<file path="src/rtl/shift_add_mul_ctrl.sv">
// Sequencer for the shift-and-add multiplier: drives A/B shift-register ops and accumulator strobes.
// Moore FSM, outputs from state only; SHIFT_ADD_EARLY_EXIT_EN ends the run when B becomes zero.
module shift_add_mul_ctrl #(
  parameter int WIDTH = 4,
  localparam int CNT_W = $clog2(WIDTH)
) (
  input  logic             Clk,
  input  logic             reset,
  input  logic             start,
  input  logic             b_lsb,
  input  logic             b_zero,
  output logic [1:0]       a_op,
  output logic [1:0]       b_op,
  output logic             acc_clr,
  output logic             add_en,
  output logic [CNT_W-1:0] iter,
  output logic             busy,
  output logic             done
);

  typedef enum logic [2:0] {
    S_IDLE,
    S_CLEAR,
    S_LOAD,
    S_TEST,
    S_ADD,
    S_SHIFT,
    S_DONE
  } state_t;

  localparam logic [1:0] OP_HOLD  = 2'b00;
  localparam logic [1:0] OP_CLEAR = 2'b01;
  localparam logic [1:0] OP_LOAD  = 2'b10;
  localparam logic [1:0] OP_SHIFT = 2'b11;

  localparam logic [CNT_W-1:0] LAST_ITER = CNT_W'(WIDTH - 1);

  state_t state, state_nxt;
  logic   last_iter;

  assign last_iter = (iter == LAST_ITER);

  always_ff @(posedge Clk) begin
    if (reset) begin
      state <= S_IDLE;
      iter  <= '0;
    end else begin
      state <= state_nxt;
      if (state == S_CLEAR) begin
        iter <= '0;
      end else if (state == S_SHIFT && !last_iter) begin
        iter <= iter + CNT_W'(1);
      end
    end
  end

`ifdef SHIFT_ADD_EARLY_EXIT_EN
  logic b_exhausted;
  assign b_exhausted = b_zero;
`else
  logic b_exhausted;
  logic unused_b_zero;
  assign b_exhausted   = 1'b0;
  assign unused_b_zero = b_zero;
`endif

  always_comb begin
    state_nxt = state;
    a_op      = OP_HOLD;
    b_op      = OP_HOLD;
    acc_clr   = 1'b0;
    add_en    = 1'b0;
    busy      = 1'b1;
    done      = 1'b0;
    case (state)
      S_IDLE: begin
        busy = 1'b0;
        if (start) state_nxt = S_CLEAR;
      end
      S_CLEAR: begin
        a_op      = OP_CLEAR;
        b_op      = OP_CLEAR;
        acc_clr   = 1'b1;
        state_nxt = S_LOAD;
      end
      S_LOAD: begin
        a_op      = OP_LOAD;
        b_op      = OP_LOAD;
        state_nxt = S_TEST;
      end
      S_TEST: begin
        // An empty B register means no partial products remain.
        if (b_exhausted)  state_nxt = S_DONE;
        else if (b_lsb)   state_nxt = S_ADD;
        else              state_nxt = S_SHIFT;
      end
      S_ADD: begin
        add_en    = 1'b1;
        state_nxt = S_SHIFT;
      end
      S_SHIFT: begin
        a_op      = OP_SHIFT;
        b_op      = OP_SHIFT;
        state_nxt = last_iter ? S_DONE : S_TEST;
      end
      S_DONE: begin
        done      = 1'b1;
        state_nxt = S_IDLE;
      end
      default: begin
        busy      = 1'b0;
        state_nxt = S_IDLE;
      end
    endcase
  end

endmodule

</file>
<file path="config.mk">
export PLATFORM = sky130hd
export DESIGN_NAME = shift_add_mul_ctrl
export DESIGN_NICKNAME = d
export VERILOG_FILES = /design/src/rtl/shift_add_mul_ctrl.sv
export SDC_FILE = /design/constraint.sdc
export NUM_CORES = 1
export LEC_CHECK = 0
export BUFFER_PORTS_ARGS = -buffer_cell sky130_fd_sc_hd__buf_4
export CAP_MARGIN = 25
export CORE_AREA = 10 10 47 49
export CTS_BUF_LIST = sky130_fd_sc_hd__clkbuf_16
export CTS_CLUSTER_DIAMETER = 200
export DETAILED_ROUTE_END_ITERATION = 6
export DIE_AREA = 0 0 57 59
export GPL_TIMING_DRIVEN = 1
export SYNTH_ARGS = -nofsm -noshare
export SYNTH_HDL_FRONTEND = slang
export SYNTH_SLANG_ARGS = --single-unit
</file>
<file path="constraint.sdc">
create_clock -name Clk -period 1.2 [get_ports Clk]
set_input_delay 0.06 -clock Clk [delete_from_list [all_inputs] [get_ports Clk]]
set_output_delay 0.06 -clock Clk [all_outputs]
set_load 0.03 [all_outputs]
</file>
==> summary by stage <==
STA
The worst-case clock skew is roughly 0.0032 ns. For the final routed database, the setup TNS stands at 0 ns. The worst-margin pin slew is 0.224 ns.

The max-slew violation count came to 0. The headroom to the max-slew limit is 0.851. The worst hold slack is 0.0188 ns.

Setup repair after global routing could not meet its margin everywhere. The final worst-path cycle share is 0.990. The final hold violation count came to 0.

The smallest clock period supported by the final layout is computed as approximately 1.2 ns. Setup violations remaining at the end of the flow were counted as 0. The worst path meets setup with 0.0123 ns of slack.

The timing-limited maximum frequency is around 0.84 GHz.

GRT
The first global-routing pass estimated about 1.5 mm of wire. For this run the aggregate overflow at the end of global routing stands at 0. The total routing usage reported by global routing is 0.0591. The number of antenna violations at the first check in global routing is 0. The via count of the first global-routing pass is approximately 340. The maximum number of pins on one net before global-route repair is 11.

Cells and area
The cell area after layout is 603 um^2. Summing all multi-input logic gate instances after layout gives 234 um^2. Measured on the finished design, the core utilization comes to 0.430. Across the whole layout, storage elements account for 106 um^2. The finished layout holds 74 standard cells, fillers aside. In the final layout, the share of cells above drive strength 1 is 0.638.

The number of fillers in the final layout is 150. The area growth from synthesis to layout is 96.7%. The antenna cell count is 0.

For this run, the post-layout net count is 65.

Synth
When the netlist entered floorplanning its net count stood at 47. The biggest area contributor in the post-synthesis netlist is sky130_fd_sc_hd__dfxtp_1. The synthesized netlist cell count is 41. The synthesis warning total is 0. The netlist area before placement is 307 um^2.

In the post-synthesis netlist, the biggest area contributors are sky130_fd_sc_hd__dfxtp_1 33%, sky130_fd_sc_hd__a21oi_1 8.2%, sky130_fd_sc_hd__buf_4 4.9%. The share of synthesized area in the top cell type comes to 0.327. The average size of a mapped cell is about 7.5 um^2. The synthesized design contains 5 register bits. The distinct cell type count of the synthesized netlist is 23.

Of the synthesized area, sequential elements account for 0.327.

Placed design
Counting tap cells, the placed design contains a total of between 60 and 70 instances. The final weighted congestion of routability-driven global placement is slightly below 0.7. The pre-CTS worst setup slack is ~0.026 ns. The quantity of I/O buffers inserted on ports is 13. The cell area after placement is around 450 um^2.

Route
The overall routed net length is about 960 um. The detailed-route wire length per cell is 13.0 um. The total number of vias is 352. After detailed routing, the number of remaining DRC violations is 0. After the first detailed-routing iteration, the DRC count stood at 6. Dividing the detail-routed via count by the number of cells gives 4.76. The first detailed-routing pass took 4 iterations. The detail route stage leaves a number of antenna-violating nets equal to 0.

Worst setup path
The endpoint identified for the worst register-to-register timing path is iter[0]$_SDFFE_PP0P_. Of all nets on the critical path, the largest fanout is 10. The delay of the slowest cell on the worst path is approximately 0.32 ns. The worst setup path is launched from a flop.

The setup check on the worst reg-to-reg path leaves a slack of around 0.03 ns. The endpoint class of the critical path is a primary output. The signal on the critical path passes through buf_4 -> and3_4 -> nor2_2 -> buf_4. The kind of critical path is reg -> out.

Among the stages of the critical path, the cell type that occurs most often is sky130_fd_sc_hd__buf_4. Measured in cells, the most critical reg-to-reg path has a length of 3. The launch point of the worst reg-to-reg path is iter[0]$_SDFFE_PP0P_. The required arrival time at the worst endpoint is around 1.1 ns.

The slowest stage of the critical path belongs to the cell sky130_fd_sc_hd__dfxtp_1. The arrival time reported for the critical path endpoint is approximately 1.1 ns.

Power
The leakage power of the design is between 0.2 and 0.3 nW. After layout, the design draws a total of 995 uW. In this run the power density over the cells is roughly 1600 mW/mm^2.

Across the VDD grid, the largest voltage drop is a little over 1 mV.

Floorplanning
The floorplan step defined a die boundary enclosing 0.00336 mm^2. The area of the core region is ~0.0014 mm^2. After floorplanning, the core was divided into 14 placement rows. The die span in y is 59 um.

In this run the horizontal extent of the chip is between 50 and 60 um. The starting density of the core is 0.219. The top-level I/O count is 15.

Clock network
The maximum level of the CTS H-tree is 1. The number of hold buffers added after CTS was 0. The tree built by TritonCTS fans out to 5 sinks. The number of buffers created by CTS is 3. The clock tree from TritonCTS is built. The clock passes through at most 2 buffers. The insertion delay to the later sink of the worst-skew pair is 0.23 ns. The clock slew at the register clock pins of the worst setup and hold paths is roughly 0.030 ns. Clock tree synthesis selected as its root buffer the cell sky130_fd_sc_hd__clkbuf_16.

Run
The reported max-cap violation count is 0.

Min path
The terminating pin of the worst hold path is iter[0]$_SDFFE_PP0P_. The start point of the worst hold path is reset. The worst hold path was traced through 2 stages. The path class of the tightest hold or removal check is in -> reg.

Status
The run finished with clean final reports.
## critical path: cells and delay by family (launching register included)
family / cells / cell delay [ns]
flip-flops: 1 / 0.32
buffers and inverters: 2 / 0.35
AND/OR/NAND/NOR: 2 / 0.23
## cell usage in the layout, fill, tap and decap left out, drive strengths merged, types with 2 or more instances in the layout
master / n
nor3: 2
inv: 4
buf: 18
dfxtp: 5
a21oi: 5
clkbuf: 3
nor2: 3
o21ai: 3
nand2: 4
## cell families after synthesis
group,Yosys count,share of synthesized area
AO/OA/AOI/OAI,11,0.212
adder cells (fa/ha/maj),1,0.0408
buffers and inverters,8,0.155
flip-flops,5,0.327
AND/OR/NAND/NOR,16,0.265
## how the worst max path moves through the flow
| stage | to | from | slack (ns) |
|---|---|---|---|
| finish | busy | state[1]$_SDFFE_PP0P_ | 0.01 |
| floorplan | b_op[1] | state[0]$_SDFFE_PP0P_ | -0.09 |
| CTS | b_op[1] | state[0]$_SDFFE_PP0P_ | -0.001 |
| global route | done | state[1]$_SDFFE_PP0P_ | -0.02 |
| global placement | iter[0]$_SDFFE_PP0P_ | iter[0]$_SDFFE_PP0P_ | 0.04 |
| detailed placement | iter[0]$_SDFFE_PP0P_ | iter[0]$_SDFFE_PP0P_ | 0.03 |
## per-layer routing
metal | track usage | routed length [um]
met5 | 0 | 0
met4 | 0.0805 | 47
met3 | 0.0279 | 63
met2 | 0.0853 | 502
met1 | 0.0531 | 351
## cell usage after synthesis
cell / count
sky130_fd_sc_hd__o21bai_1: 1
sky130_fd_sc_hd__ha_1: 1
sky130_fd_sc_hd__dfxtp_1: 5
sky130_fd_sc_hd__buf_4: 2
sky130_fd_sc_hd__clkbuf_1: 2
sky130_fd_sc_hd__or4_1: 1
sky130_fd_sc_hd__nand3_1: 1
sky130_fd_sc_hd__and2_1: 1
sky130_fd_sc_hd__o21ai_1: 1
sky130_fd_sc_hd__a221oi_1: 1
sky130_fd_sc_hd__o21ai_0: 2
sky130_fd_sc_hd__inv_1: 2
sky130_fd_sc_hd__nand2b_1: 1
sky130_fd_sc_hd__nor3_1: 2
sky130_fd_sc_hd__buf_6: 1
sky130_fd_sc_hd__nor3b_1: 1
sky130_fd_sc_hd__nor2_1: 3
sky130_fd_sc_hd__nand4_1: 1
sky130_fd_sc_hd__inv_4: 1
sky130_fd_sc_hd__nand2_1: 4
sky130_fd_sc_hd__a21oi_1: 5
sky130_fd_sc_hd__a211o_1: 1
sky130_fd_sc_hd__and3_1: 1
## flip-flops by register name, indices dropped and copies added, names as in the netlist
register / count
state: 3
iter: 2
## cell type report
| type | instances | area share |
|---|---|---|
| inverter | 3 | 0.0228 |
| clock inverter | 1 | 0.00622 |
| timing repair buffer | 18 | 0.249 |
| tap | 16 | 0.0332 |
| sequential | 5 | 0.176 |
| multi-input combinational | 28 | 0.388 |
| clock buffer | 3 | 0.124 |
## timing repair
action | 4_1_cts | 5_1_grt
gates cloned | 0 | 0
setup buffers | 0 | 1
gates resized for setup | 2 | 17
pin swaps | 0 | 3
endpoints found under the setup margin | 3 | 5
## where the power goes
part | internal [mW] | switching (mW)
combinational | 0.111 | 0.154
sequential | 0.176 | 0.00681
clock | 0.432 | 0.115
total | 0.719 | 0.276
Note: power is estimated with default switching activity, not from simulation.
